### src/rtl/writeback_unit.sv
// Retires ALU results and load data into the 16x16 register file via a one-hot write bus.
// ALU write one cycle after accept; load write one cycle after the memory data returns.
// ex_ready is high only in IDLE, so a load stalls execute until its data returns or is dropped.
module writeback_unit (
  input  logic        clk,
  input  logic        rst,
  input  logic        ex_valid,
  output logic        ex_ready,
  input  logic        ex_we,
  input  logic [3:0]  ex_rd,
  input  logic        ex_is_load,
  input  logic [15:0] ex_result,
  input  logic [15:0] ex_addr,
  input  logic        flush,
  output logic        mem_req,
  output logic [15:0] mem_addr,
  input  logic        mem_gnt,
  input  logic        mem_rvalid,
  input  logic [15:0] mem_rdata,
  output logic [15:0] r,
  output logic [15:0] en,
  output logic [15:0] pending
);

  typedef enum logic [1:0] {IDLE, REQ, WAIT, DRAIN} state_t;

  state_t      state;
  logic [3:0]  rd_q;
  logic        we_q;
  logic [15:0] ex_mask;
  logic [15:0] ld_mask;
  logic        accept;

  assign ex_mask  = ex_we ? (16'h0001 << ex_rd) : 16'h0000;
  assign ld_mask  = we_q ? (16'h0001 << rd_q) : 16'h0000;
  assign ex_ready = rst && (state == IDLE);
  assign accept   = ex_valid && ex_ready;

  // Writeback FSM: en is a one-cycle pulse, pending tracks the single outstanding write.
  always_ff @(posedge clk) begin
    if (!rst) begin
      state    <= IDLE;
      r        <= '0;
      en       <= '0;
      pending  <= '0;
      mem_req  <= 1'b0;
      mem_addr <= '0;
      rd_q     <= '0;
      we_q     <= 1'b0;
    end else begin
      en <= '0;
      case (state)
        IDLE: begin
          // Clearing here retires the bit of an ALU write whose en pulse is on the bus now.
          pending <= '0;
          if (accept) begin
            pending <= ex_mask;
            if (!ex_is_load) begin
              r  <= ex_result;
              en <= ex_mask;
            end else begin
              rd_q     <= ex_rd;
              we_q     <= ex_we;
              mem_addr <= ex_addr;
              mem_req  <= 1'b1;
              state    <= REQ;
            end
          end
        end
        REQ: begin
          if (mem_gnt) begin
            mem_req <= 1'b0;
            if (mem_rvalid) begin
              // Zero-latency memory: grant and data in the same cycle.
              if (!flush) begin
                r  <= mem_rdata;
                en <= ld_mask;
              end
              pending <= '0;
              state   <= IDLE;
            end else if (flush) begin
              pending <= '0;
              state   <= DRAIN;
            end else begin
              state <= WAIT;
            end
          end else if (flush) begin
            // Never granted, so nothing will come back: just withdraw the request.
            mem_req <= 1'b0;
            pending <= '0;
            state   <= IDLE;
          end
        end
        WAIT: begin
          if (mem_rvalid) begin
            if (!flush) begin
              r  <= mem_rdata;
              en <= ld_mask;
            end
            pending <= '0;
            state   <= IDLE;
          end else if (flush) begin
            pending <= '0;
            state   <= DRAIN;
          end
        end
        DRAIN: begin
          // The granted read still returns; swallow it before accepting new work.
          if (mem_rvalid) begin
            state <= IDLE;
          end
        end
        default: state <= IDLE;
      endcase
    end
  end

endmodule

### config.mk
export PLATFORM = sky130hd
export DESIGN_NAME = writeback_unit
export DESIGN_NICKNAME = d
export VERILOG_FILES = /design/src/rtl/writeback_unit.sv
export SDC_FILE = /design/constraint.sdc
export NUM_CORES = 1
export LEC_CHECK = 0
export BUFFER_PORTS_ARGS = -buffer_cell sky130_fd_sc_hd__buf_4
export CAP_MARGIN = 15
export CORE_MARGIN = 2
export CORE_UTILIZATION = 47
export CTS_CLUSTER_DIAMETER = 120
export DETAILED_ROUTE_END_ITERATION = 10
export GPL_ROUTABILITY_DRIVEN = 0
export MAX_ROUTING_LAYER = met4
export PLACE_DENSITY = 0.79
export SLEW_MARGIN = 20
export SYNTH_ARGS = -nofsm -noshare
export SYNTH_HDL_FRONTEND = slang
export SYNTH_SLANG_ARGS = --single-unit
### constraint.sdc
create_clock -name clk -period 2.7 [get_ports clk]
set_input_delay 0.135 -clock clk [delete_from_list [all_inputs] [get_ports clk]]
set_output_delay 0.135 -clock clk [all_outputs]
set_load 0.02 [all_outputs]
# --- Word level (Yosys, flattened, before mapping) ---
# Cells that the tools add are included.
totals:
  latchBits: 0
  ramBits: 0
  elab_cells: 63
  output_inout_bits: 66
  rom_bits: 0
  regBits: 72
  mem_count: 0
op_classes:
  n_shift: 2
  n_bitwise: 0
  order_cmp: 0
  n_mux: 34
  div: 0
  reduce_logical: 9
  n_addsub: 0
  mul: 0
  eq_ne: 10
op_table:
  columns: ["op", "count"]
  rows:
  - ["2-to-1 mux 16 bit", 16]
  - ["case mux 16 bit (3 select lines)", 3]
  - ["left shift 1 x 4 -> 16 bit (first input constant)", 2]
  - ["2-to-1 mux 2 bit", 8]
  - ["inequality test 2 bit (second input constant)", 5]
  - ["case mux 2 bit (4 select lines)", 1]
  - ["AND reduction 4 bit", 2]
  - ["inequality test 3 bit (second input constant)", 2]
  - ["2-to-1 mux 1 bit", 5]
  - ["AND reduction 5 bit", 1]
  - ["equality test 2 bit (second input constant)", 2]
  - ["AND reduction 3 bit", 1]
  - ["nonzero test 3 bit", 1]
  - ["equality test 2 x 1 -> 1 bit (second input constant)", 1]
  - ["logical AND 1 bit", 2]
  - ["zero test 2 bit", 1]
  - ["case mux 1 bit (2 select lines)", 1]
  - ["nonzero test 2 bit", 1]

# --- Logic depth before layout (Yosys ltp) ---
depth:
  word_depth: 6
  mapped_depth: 8

# --- Worst setup path before layout ---
# Ideal clock, no wire load.
synth_path:
  path_kind: "register to register"
  from: "register state[0]"
  to: "register r[10]"
  slack_ns: 0.826
  setup_time_ns: 0.059
  arrival_ns: 1.816
  path_stages_with_launch: 9
  path_buffers: 3
  t_required_ns: 2.641
  period_less_slack_ns: 1.874
  path_cell_list: "dfxtp_1 -> inv_1 -> ha_1 -> buf_2 -> a221oi_4 -> and2_1 -> buf_4 -> buf_6 -> o211a_1"
synth_via:
  elab_chain_cells: 5
  word_cells_on_any_way: 11
  classes_between: "eq/ne: 5; mux: 1; reduce/logical: 5"
synth_lines:
  columns: ["item", "line_no", "text"]
  rows:
  - ["start: declaration", "27", "state_t state;"]
  - ["start signal: assignment", "42", "state <= IDLE;"]
  - ["start signal: assignment", "66", "state <= REQ;"]
  - ["start signal: assignment", "80", "state <= IDLE;"]
  - ["zero test 2 bit", "36, 52", null]
  - ["logical AND 1 bit", "36", "assign ex_ready = rst && (state == IDLE);"]
  - ["logical AND 1 bit", "37", "assign accept = ex_valid && ex_ready;"]
  - ["inequality test 2 bit (no line)", null, null]
  - ["AND reduction 4 bit (no line)", null, null]
  - ["end signal: assignment", "59", "r <= ex_result;"]
  - ["end signal: assignment", "76", "r <= mem_rdata;"]
  - ["end signal: assignment", "97", "r <= mem_rdata;"]
  - ["end: declaration", "20", "output logic [15:0] r,"]
# Parallel ways exist; a longest one is shown, timed or not.
# A chain may end at the register's enable or synchronous reset.

# --- Worst setup path in the final report ---
layout_path:
  from: "register state[0]"
  to: "register r[1]"
# The elaborated chain is that of the path after synthesis.

==> run_results.csv <==
group,metric,value,unit
timing,rsz0062_at_grt,"no",
global_route,gr-usage-all-layers,22.46,%
timing,hold_viol_final,0,
synthesis,synth_seq_area_share,48.26,%
global_route,grt_pass1_wl,12530,um
global_route,grt_max_degree,27,
layout,drive_gt1_share,34.80,%
setup_path,worstSetupEndpoint,"r[1]",
setup_path,critPathRequiredTime,2.98,ns
placement,post-dp-hpwl,5620,um
timing,finalWorstSetupSlack,0.6855,ns
timing,finalMaxSlewViolations,0,
cts,root_buffer,"clkbuf_8",
global_route,antenna_found_initial,0,
timing,fin_crit_sh,74.61,%
timing,fin_setup_tns,0,ns
synthesis,synth_cell_types,37,
cts,clock_latency,0.34,ns
floorplanning,core_area,0.006241,mm2
power_and_ir_drop,vdd_ir_drop_max,0.5648,mV
setup_path,reg2reg_to,"r[1]",
timing,setup_viol,0,
route,drtIter0Drc,167,
synthesis,synth_top_cell_by_area,"dfxtp_1",
power_and_ir_drop,p_total,3.287,mW
synthesis,ys.flop_type,"dfxtp_1",
layout,antenna_cells,0,
synthesis,synth_top_area_share,48.26,%
synthesis,synth.net_count,372,
synthesis,ys_ff_latch,72,
cts,ctsResizeCount,0,
setup_path,crit_arrival,2.29,ns
route,drtAntennaViolNets,0,
route,drcViolationCount,0,
power_and_ir_drop,pwr-share-clk,25.7,%
setup_path,cp-start-kind,"flop",
setup_path,critical_path_class,"flop to flop",
floorplanning,start_util,47.85,%
route,first_pass_iters,4,
synthesis,avgSynthCellArea,9.760,um2
power_and_ir_drop,p_sw,1.115,mW
setup_path,r2r_slack,0.69,ns
synthesis,yosysMostFrequentCell,"dfxtp_1",
route,vias,2727,
power_and_ir_drop,power.internal,2.172,mW
route,routed_via_density,5.368,
floorplanning,rows,29,
layout,fin_nets,492,
setup_path,r2r_cells,5,
synthesis,yosysWarnings,0,
cts,numCtsBuffers,9,
timing,max_freq,0.4964,GHz
placement,port_buffers,125,
synthesis,synth-edff-count,0,
floorplanning,die_area,0.007008,mm2
setup_path,endpoint_kind,"flop",
global_route,grt.overflow.total,0,
timing,fin_worst_skew,0.008300,ns
power_and_ir_drop,leakage,1.895,nW
synthesis,async_reset_ff_share,0,%
cts,cts_tree,"done",
cts,postCtsSetupBuffers,0,
cts,clock_path_buffers,2,
route,finalWirelength,7535,um
layout,final_area,0.004150,mm2
cts,path_clk_slew,0.07,ns
flow_run,drv_cap,0,
setup_path,crit_fanout,16,
layout,area_growth,38.96,%
global_route,grt_pass1_vias,2667,
status,status,"complete, no violations",
timing,post-route-min-period,2.015,ns
route,wl_per_cell,14.83,um
placement,post-place-ws,0.6959,ns
timing,relSlewSlack,51.07,%
timing,worstMarginPinSlew,0.7340,ns
cts,cts.sinks,72,
synthesis,synthCells,306,
cts,h-tree-depth,3,
cts,hold_buffers,0,
synthesis,synth_area,0.002987,mm2
setup_path,reg2reg_from,"state[0]",
min_path,holdCritPathClass,"input pin to flop",
power_and_ir_drop,powerDensity,791.9,mW/mm2
power_and_ir_drop,p_seq_share,39.3,%
synthesis,synth_commonest_cells,"72 x dfxtp_1, 53 x nand2_1, 21 x a21boi_1, 20 x nand3_1, 18 x mux2i_1",
placement,dpl_cell_area,0.003953,mm2
floorplanning,die_h,83.72,um
synthesis,synth_area_leaders,"dfxtp_1 48%, nand2_1 6.7%, mux2i_1 6.0%",
floorplanning,fp.dieW,83.72,um
setup_path,crit_start,"state[0]",
floorplanning,ios,126,
power_and_ir_drop,pwr-share-comb,35.0,%
power_and_ir_drop,switching_share,33.92,%
[layer usage]
layer,global-route usage (%),routed length (um),up-vias
met1,27.47,3076,1246
met4,7.038,105,0
li1,-,-,1344
met3,6.429,538,12
met5,-,0,-
met2,36.07,3815,125
[flip-flops by register name (all words and copies together), names as in the netlist]
signal	flops
rd_q	4
mem_addr	16
r	16
we_q	1
pending	16
mem_req	1
state	2
en	16
[logic make-up (layout without fill, tap and decap cells)]
kind of cell,count (synthesis),after routing,synth area share [%]
flip-flops,72,72,48.26
buffers and inverters,26,151,4.189
AO/OA/AOI/OAI,79,79,22.04
AND/OR/NAND/NOR,105,105,16.97
multiplexers,18,18,6.033
adder cells (fa/ha/maj),6,6,2.514
[layout by cell type (no fill, tap or decap), types with 4 or more instances in the layout]
cell / instances
buf_4: 130
dfxtp_1: 72
nand2_1: 53
a21boi_1: 21
nand3_1: 20
mux2i_1: 18
o211a_1: 16
o22ai_1: 16
o2bb2ai_1: 16
clkbuf_8: 10
nor2_1: 7
nand2b_1: 6
ha_1: 6
inv_1: 5
nand3b_1: 4
[worst max-delay path, cell delays in order (launching register included)]
cell and delay [ns]:
dfxtp_1 0.42, inv_1 0.11, ha_1 0.40, a221oi_4 0.28, and2_1 0.53, o211a_1 0.21
[how the worst min path moves through the flow]
stage	endpoint	from	slack, ns	cells after the start
after CTS	mem_addr[2]	ex_addr[2]	0.03	3
final	mem_addr[2]	ex_addr[2]	0.04	3
after global placement	mem_addr[13]	ex_addr[13]	0.38	3
after detailed placement	mem_addr[2]	ex_addr[2]	0.39	3
after floorplan	we_q	ex_we	0.27	2
after global routing	mem_addr[9]	ex_addr[9]	0.04	3
[power groups by stage]
stage / clock (mW) / combinational, mW / sequential [mW]
after floorplan: 0 / 0.616 / 1.46
after global placement: 0 / 1.13 / 1.31
after detailed placement: 0 / 1.16 / 1.31
after CTS: 0.854 / 1.16 / 1.29
after global routing: 0.908 / 1.25 / 1.31
final: 0.844 / 1.15 / 1.29
[layout make-up]
class	instances	area [um2]
inverter	5	18.77
sequential	72	1441
timing repair buffer	130	975.9
tap	77	96.34
fill	516	2091
multi-input combinational	208	1420
clock buffer	11	141.4
clock inverter	5	56.30
[stage by stage]
step | cells | hold WS [ns] | utilization [%]
5_1_grt | 508 | 0.03638 | 66.50
6_report | 508 | 0.03868 | 66.50
3_3_place_gp | 492 | 0.3820 | 63.33
2_1_floorplan | 306 | 0.2698 | -
3_5_place_dp | 492 | 0.3893 | 63.33
4_1_cts | 508 | 0.02970 | 66.50
No activity file was read; power rests on OpenSTA's default activity.
